--- src/rtl/hp_pkg.sv ---
// Shared types and defaults for the player hit-point controller.
package hp_pkg;

    typedef enum logic [1:0] {
        ALIVE  = 2'b00,
        IFRAME = 2'b01,
        DEAD   = 2'b10
    } hp_state_t;

    localparam int HPW_DEF          = 3;
    localparam int MAX_HP_DEF       = 7;
    localparam int INIT_HP_DEF      = 7;
    localparam int IFRAMES_DEF      = 60;
`ifdef HP_REGEN_EN
    localparam int REGEN_PERIOD_DEF = 120;
`endif

    // Counter width for values 0..n; never below 3 so bit 2 exists for the blink strobe.
    function automatic int cnt_width(input int n);
        return ($clog2(n + 1) < 3) ? 3 : $clog2(n + 1);
    endfunction

endpackage

--- src/rtl/frame_counter.sv ---
// Loadable down-counter advanced by frame ticks, with a zero flag.
module frame_counter #(
    parameter int W = 6
) (
    input  logic         clk,
    input  logic         rst_n,
    input  logic         clr,
    input  logic         load,
    input  logic [W-1:0] load_val,
    input  logic         tick,
    output logic [W-1:0] count,
    output logic         zero
);

    // NOTE: sequential state uses non-blocking assignments so every flop samples pre-edge values.
    always_ff @(posedge clk or negedge rst_n) begin
        if (!rst_n) begin
            count <= '0;
        end else if (clr) begin
            count <= '0;
        end else if (load) begin
            count <= load_val;
        end else if (tick && (count != '0)) begin
            count <= count - W'(1);
        end
    end

    assign zero = (count == '0);

endmodule

--- src/rtl/hp_controller.sv ---
// Player hit-point controller: damage/heal/revive, invincibility frames, dead flag, blink strobe.
// Optional build macro HP_REGEN_EN adds periodic +1 hp regeneration while ALIVE.
module hp_controller
    import hp_pkg::*;
#(
    parameter int HPW          = HPW_DEF,
    parameter int MAX_HP       = MAX_HP_DEF,
    parameter int INIT_HP      = INIT_HP_DEF,
`ifdef HP_REGEN_EN
    parameter int REGEN_PERIOD = REGEN_PERIOD_DEF,
`endif
    parameter int IFRAMES      = IFRAMES_DEF
) (
    input  logic           Clk,
    input  logic           Reset_n,
    input  logic           frame_tick,
    input  logic           damage,
    input  logic [HPW-1:0] damage_amt,
    input  logic           heal,
    input  logic [HPW-1:0] heal_amt,
    input  logic           revive,
    output logic [HPW-1:0] hp,
    output logic           invincible,
    output logic           dead,
    output logic           hit_flash
);

    localparam int             SW     = HPW + 2;
    localparam int             IW     = cnt_width(IFRAMES);
    localparam logic [HPW-1:0] MAX_V  = HPW'(MAX_HP);
    localparam logic [HPW-1:0] INIT_V = HPW'(INIT_HP);

    hp_state_t             state, state_d;
    logic [HPW-1:0]        hp_d;
    logic                  dmg_acc, heal_en, evt;
    logic signed [SW-1:0]  sum;
    logic [HPW-1:0]        clamped;

    logic                  iframe_clr, iframe_load, iframe_tick, iframe_zero;
    logic [IW-1:0]         iframe_cnt;
    logic                  regen_fire;

    frame_counter #(.W(IW)) u_iframe (
        .clk      (Clk),
        .rst_n    (Reset_n),
        .clr      (iframe_clr),
        .load     (iframe_load),
        .load_val (IW'(IFRAMES)),
        .tick     (iframe_tick),
        .count    (iframe_cnt),
        .zero     (iframe_zero)
    );

    // Signed headroom keeps over/underflow visible so the clamp never sees a wrapped value.
    always_comb begin
        dmg_acc = damage && (damage_amt != '0) && (state == ALIVE) && !revive;
        heal_en = heal && (state != DEAD) && !revive;
        evt     = dmg_acc || heal_en;

        sum = $signed({2'b00, hp});
        if (heal_en) sum = sum + $signed({2'b00, heal_amt});
        if (dmg_acc) sum = sum - $signed({2'b00, damage_amt});

        if (sum[SW-1])                        clamped = '0;
        else if (sum > $signed(SW'(MAX_HP)))  clamped = MAX_V;
        else                                  clamped = sum[HPW-1:0];
    end

`ifdef HP_REGEN_EN
    localparam int RW = cnt_width(REGEN_PERIOD);

    logic          regen_clr, regen_load, regen_tick, regen_zero;
    logic [RW-1:0] regen_cnt;

    // Counter rests at zero; the first tick arms it with PERIOD-1, so the PERIOD-th tick fires.
    always_comb begin
        regen_tick = (state == ALIVE) && frame_tick && !revive && !evt && (hp < MAX_V);
        regen_fire = regen_tick && ((REGEN_PERIOD == 1) || (regen_cnt == RW'(1)));
        regen_load = regen_tick && regen_zero;
        regen_clr  = revive || (state != ALIVE) || dmg_acc || (hp == MAX_V) || regen_fire;
    end

    frame_counter #(.W(RW)) u_regen (
        .clk      (Clk),
        .rst_n    (Reset_n),
        .clr      (regen_clr),
        .load     (regen_load),
        .load_val (RW'(REGEN_PERIOD - 1)),
        .tick     (regen_tick),
        .count    (regen_cnt),
        .zero     (regen_zero)
    );
`else
    assign regen_fire = 1'b0;
`endif

    // NOTE: every output of this block gets a default first, so no path can infer a latch.
    always_comb begin
        state_d     = state;
        hp_d        = hp;
        iframe_clr  = 1'b0;
        iframe_load = 1'b0;
        iframe_tick = 1'b0;

        if (revive) begin
            state_d    = ALIVE;
            hp_d       = INIT_V;
            iframe_clr = 1'b1;
        end else begin
            unique case (state)
                ALIVE: begin
                    if (dmg_acc) begin
                        hp_d = clamped;
                        if (clamped == '0) begin
                            state_d    = DEAD;
                            iframe_clr = 1'b1;
                        end else begin
                            state_d     = IFRAME;
                            iframe_load = 1'b1;
                        end
                    end else if (heal_en) begin
                        hp_d = clamped;
                    end else if (regen_fire) begin
                        hp_d = hp + HPW'(1);
                    end
                end
                IFRAME: begin
                    if (heal_en) hp_d = clamped;
                    // A zero counter here can only mean a lost load; leave rather than stick.
                    if (iframe_zero) begin
                        state_d = ALIVE;
                    end else if (frame_tick && !heal_en) begin
                        iframe_tick = 1'b1;
                        if (iframe_cnt == IW'(1)) state_d = ALIVE;
                    end
                end
                DEAD: begin
                    hp_d = '0;
                end
                default: begin
                    state_d    = ALIVE;
                    hp_d       = INIT_V;
                    iframe_clr = 1'b1;
                end
            endcase
        end
    end

    always_ff @(posedge Clk or negedge Reset_n) begin
        if (!Reset_n) begin
            state <= ALIVE;
            hp    <= INIT_V;
        end else begin
            state <= state_d;
            hp    <= hp_d;
        end
    end

    // Status outputs decode directly from the state and counter flops.
    assign invincible = (state == IFRAME);
    assign dead       = (state == DEAD);
    assign hit_flash  = invincible & iframe_cnt[2];

endmodule

--- config.mk ---
export PLATFORM = sky130hd
export DESIGN_NAME = hp_controller
export DESIGN_NICKNAME = d
export VERILOG_FILES = /design/src/rtl/hp_pkg.sv /design/src/rtl/frame_counter.sv /design/src/rtl/hp_controller.sv
export SDC_FILE = /design/constraint.sdc
export NUM_CORES = 1
export LEC_CHECK = 0
export ABC_AREA = 1
export CORE_AREA = 3 3 61 63
export CTS_BUF_LIST = sky130_fd_sc_hd__clkbuf_16
export DETAILED_ROUTE_END_ITERATION = 12
export DIE_AREA = 0 0 64 66
export GPL_ROUTABILITY_DRIVEN = 0
export SLEW_MARGIN = 25
export SYNTH_ARGS = -nofsm -noshare
export SYNTH_HDL_FRONTEND = slang
export SYNTH_HIERARCHICAL = 1
export SYNTH_SLANG_ARGS = --single-unit
--- constraint.sdc ---
create_clock -name Clk -period 5.02 [get_ports Clk]
set_input_delay 1.004 -clock Clk [delete_from_list [all_inputs] [get_ports Clk]]
set_output_delay 1.004 -clock Clk [all_outputs]
set_load 0.05 [all_outputs]
==> flow_metrics.py <==
metrics = {
    "status": {
        "status": "complete, no violations",
    },
    "placed_design": {
        "place_hpwl_um": 2280,
        "pre_cts_ws_ns": 0.683,
        "port_buffers": 17,
    },
    "setup_path": {
        "max_stage_delay_ns": 0.48,
        "crit_path_top_delay_cell": "fa_1",
        "crit_family": "adder cells",
        "crit_buf_inv": 4,
        "timing.critical_path.cells": "clkdlybuf4s50_1 > ha_1 > fa_1 > nand3b_1 > nand2_2 > fa_1 > inv_1 > a21oi_1 > a21oi_1 > nand2_1 > nand3_1 > nand2_1 > nand3_2 > nand2_1 > inv_1 > inv_2 > a21oi_2 > nand2_1 > o21ai_0",
        "crit_top_cell": "nand2_1",
        "critPathLaunchType": "primary input",
        "crit_arrival_ns": 4.29,
        "critPathMaxFanout": 8,
        "critPathCaptureType": "register",
        "critPathKind": "primary input to register",
        "worst_ep_required_time_ns": 5.17,
    },
    "power": {
        "power.total_uw": 546,
        "internal_power_uw": 321,
        "power_frac_seq_pct": 22.8,
        "leakage_nw": 0.818,
        "p_sw_uw": 225,
        "p_per_area_nw_per_um2": 346,
        "ir_drop_uv": 206,
        "pwr-share-clk_pct": 26.0,
        "combPwrFrac_pct": 51.2,
        "netSwitchingFraction_pct": 41.3,
    },
    "timing": {
        "tightest_slew_ns": 0.507,
        "tns_ns": 0,
        "rsz0062_at_grt": "no",
        "fin_ws_ns": 0.873,
        "maxSlewViolCount": 0,
        "timing.final.crit_share_pct": 82.6,
        "maxSlewHeadroom_pct": 66.1,
        "whs_ns": 0.540,
        "fmax_ghz": 0.241,
        "setup_viol": 0,
        "hold_viol": 0,
        "final.setup_skew_ns": 0.00339,
        "fin_crit_ns": 4.15,
    },
    "logic_synthesis": {
        "synth_area_um2": 1250,
        "ys_warn_count": 6,
        "syn_inst": 187,
        "ys_types": 30,
        "ys_ff_latch": 11,
        "ys_seq_area_share_pct": 22.2,
        "synth_area_per_cell_um2": 6.71,
    },
    "floorplanning": {
        "core_um2": 3280,
        "die_width_um": 64,
        "ioPinCount": 18,
        "start_util_pct": 38.2,
        "rows": 21,
        "die_area_um2": 4220,
        "die_height_um": 66,
    },
    "clock_network": {
        "clk_latency_ns": 0.24,
        "cts_tree": "yes",
        "htreeDepth": 1,
        "hold_buffers": 0,
        "clk_pin_slew_worst_paths_ns": 0.04,
        "clk_path_buf_depth": 2,
        "post-cts-setup-buffers": 0,
        "numCtsBuffers": 3,
        "cts_root_buf": "clkbuf_16",
        "postCtsResizedCells": 0,
        "cts_num_sinks": 11,
    },
    "route": {
        "routed_via_density": 4.71,
        "drtPass1Iterations": 4,
        "num_vias": 1216,
        "antenna_left": 0,
        "initialDrtViolationCount": 64,
        "routed_wl_um": 2790,
        "routedWlPerCell_um": 10.8,
        "drc": 0,
    },
    "final_layout": {
        "layout_common_cells": "nand2_1 (57), inv_1 (26), nand3_1 (23), clkdlybuf4s50_1 (17), ha_1 (12)",
        "mostFrequentLayoutCell": "nand2_1",
        "final_core_util_pct": 48.0,
        "fillers": 343,
        "drive_gt1_share_pct": 11.3,
        "num_antenna_cells": 0,
        "syn_to_final_growth_pct": 25.6,
        "nets": 239,
    },
    "global_routing": {
        "antenna_found_initial": 0,
        "first_global_vias": 1128,
        "overflow": 0,
        "grt_max_degree": 12,
        "grt.total_usage_pct": 14.5,
        "grt_first_pass_wirelength_um": 4900,
    },
    "worst_hold_path": {
        "worstHoldPathType": "register to register",
    },
    "run": {
        "cap_violations": 0,
    },
}
[cell type report]
class                      instances  area [um2]  share of cell area, %
clock buffer                       3        75.1                   4.76
clock inverter                     1        3.75                  0.238
inverter                          28         105                   6.67
multi-input combinational        152         886                   56.2
sequential                        11         279                   17.7
tap                               46        57.6                   3.65
timing repair buffer              17         170                   10.8
[per-stage QoR]
step | std cells | area, um2
final | 258 | 1580
after detailed placement | 254 | 1500
after global routing | 258 | 1580
after CTS | 258 | 1580
after global placement | 254 | 1500
after floorplan | 191 | 1270
[metal layers]
layer	vias to the layer above	global-route usage [%]	wire, um
li1	650	-	-
met1	532	20.1	1400
met2	32	23.4	1260
met3	2	3.06	120
met4	0	2.43	9
met5	-	0	0
[logic make-up after synthesis]
kind of cell	synth area share [%]
XOR/XNOR	1.40
AND/OR/NAND/NOR	43.8
flip-flops	22.2
buffers and inverters	8.37
AO/OA/AOI/OAI	8.48
other	0.598
adder cells (fa/ha/maj)	15.2
[cell usage after synthesis (all sizes together)]
cell type  instances  share of area, %
a21oi              9               3.9
conb               2              0.60
dfrtp              8                16
dfstp              3               6.3
fa                 2               3.2
ha                12                12
inv               28               8.4
nand2             60                19
nand3             27                13
nand3b             5               3.3
nand4              3               1.5
nor2              12               5.0
nor3b              1              0.60
nor4               1              0.50
o21ai             10               4.6
or2                2               1.0
xnor2              1              0.70
xor2               1              0.70
[registers in the layout (all words and copies together), names as in the netlist]
| signal | flops |
|---|---|
| u_iframe/count | 6 |
| hp | 3 |
| state | 2 |
[path summary, 6_finish.rpt]
path                             start                end  slack, ns  depth (start not counted)
setup reg to reg              state[0]  u_iframe/count[1]       1.62                         21
max in group asynchronous      Reset_n              hp[1]       3.55                          1
setup / recovery           heal_amt[0]  u_iframe/count[1]       0.87                         19
hold reg to reg               state[1]           state[1]       0.54                          2
min in group asynchronous      Reset_n  u_iframe/count[2]       1.11                          1
hold / removal                state[1]           state[1]       0.54                          2
[worst register-to-register path, stage by stage (launching register included)]
cell	delay [ns]
dfrtp_1	0.38
inv_1	0.08
ha_1	0.26
nor2_4	0.16
nand2_4	0.09
nand2_1	0.10
nand2_1	0.10
ha_1	0.21
fa_1	0.41
inv_1	0.07
a21oi_1	0.08
a21oi_1	0.14
nand2_1	0.10
nand3_1	0.13
nand2_1	0.10
nand3_2	0.10
nand2_1	0.06
inv_1	0.17
inv_2	0.12
a21oi_2	0.28
nand2_1	0.08
o21ai_0	0.09
[power by group through the flow]
stage,Clock [mW],Sequential (mW),Combinational [mW]
3_5_place_dp,0,0.126,0.277
5_1_grt,0.149,0.127,0.319
6_report,0.142,0.124,0.280
4_1_cts,0.146,0.125,0.281
3_3_place_gp,0,0.126,0.280
2_1_floorplan,0,0.142,0.192
(Power assumes the default switching activity.)
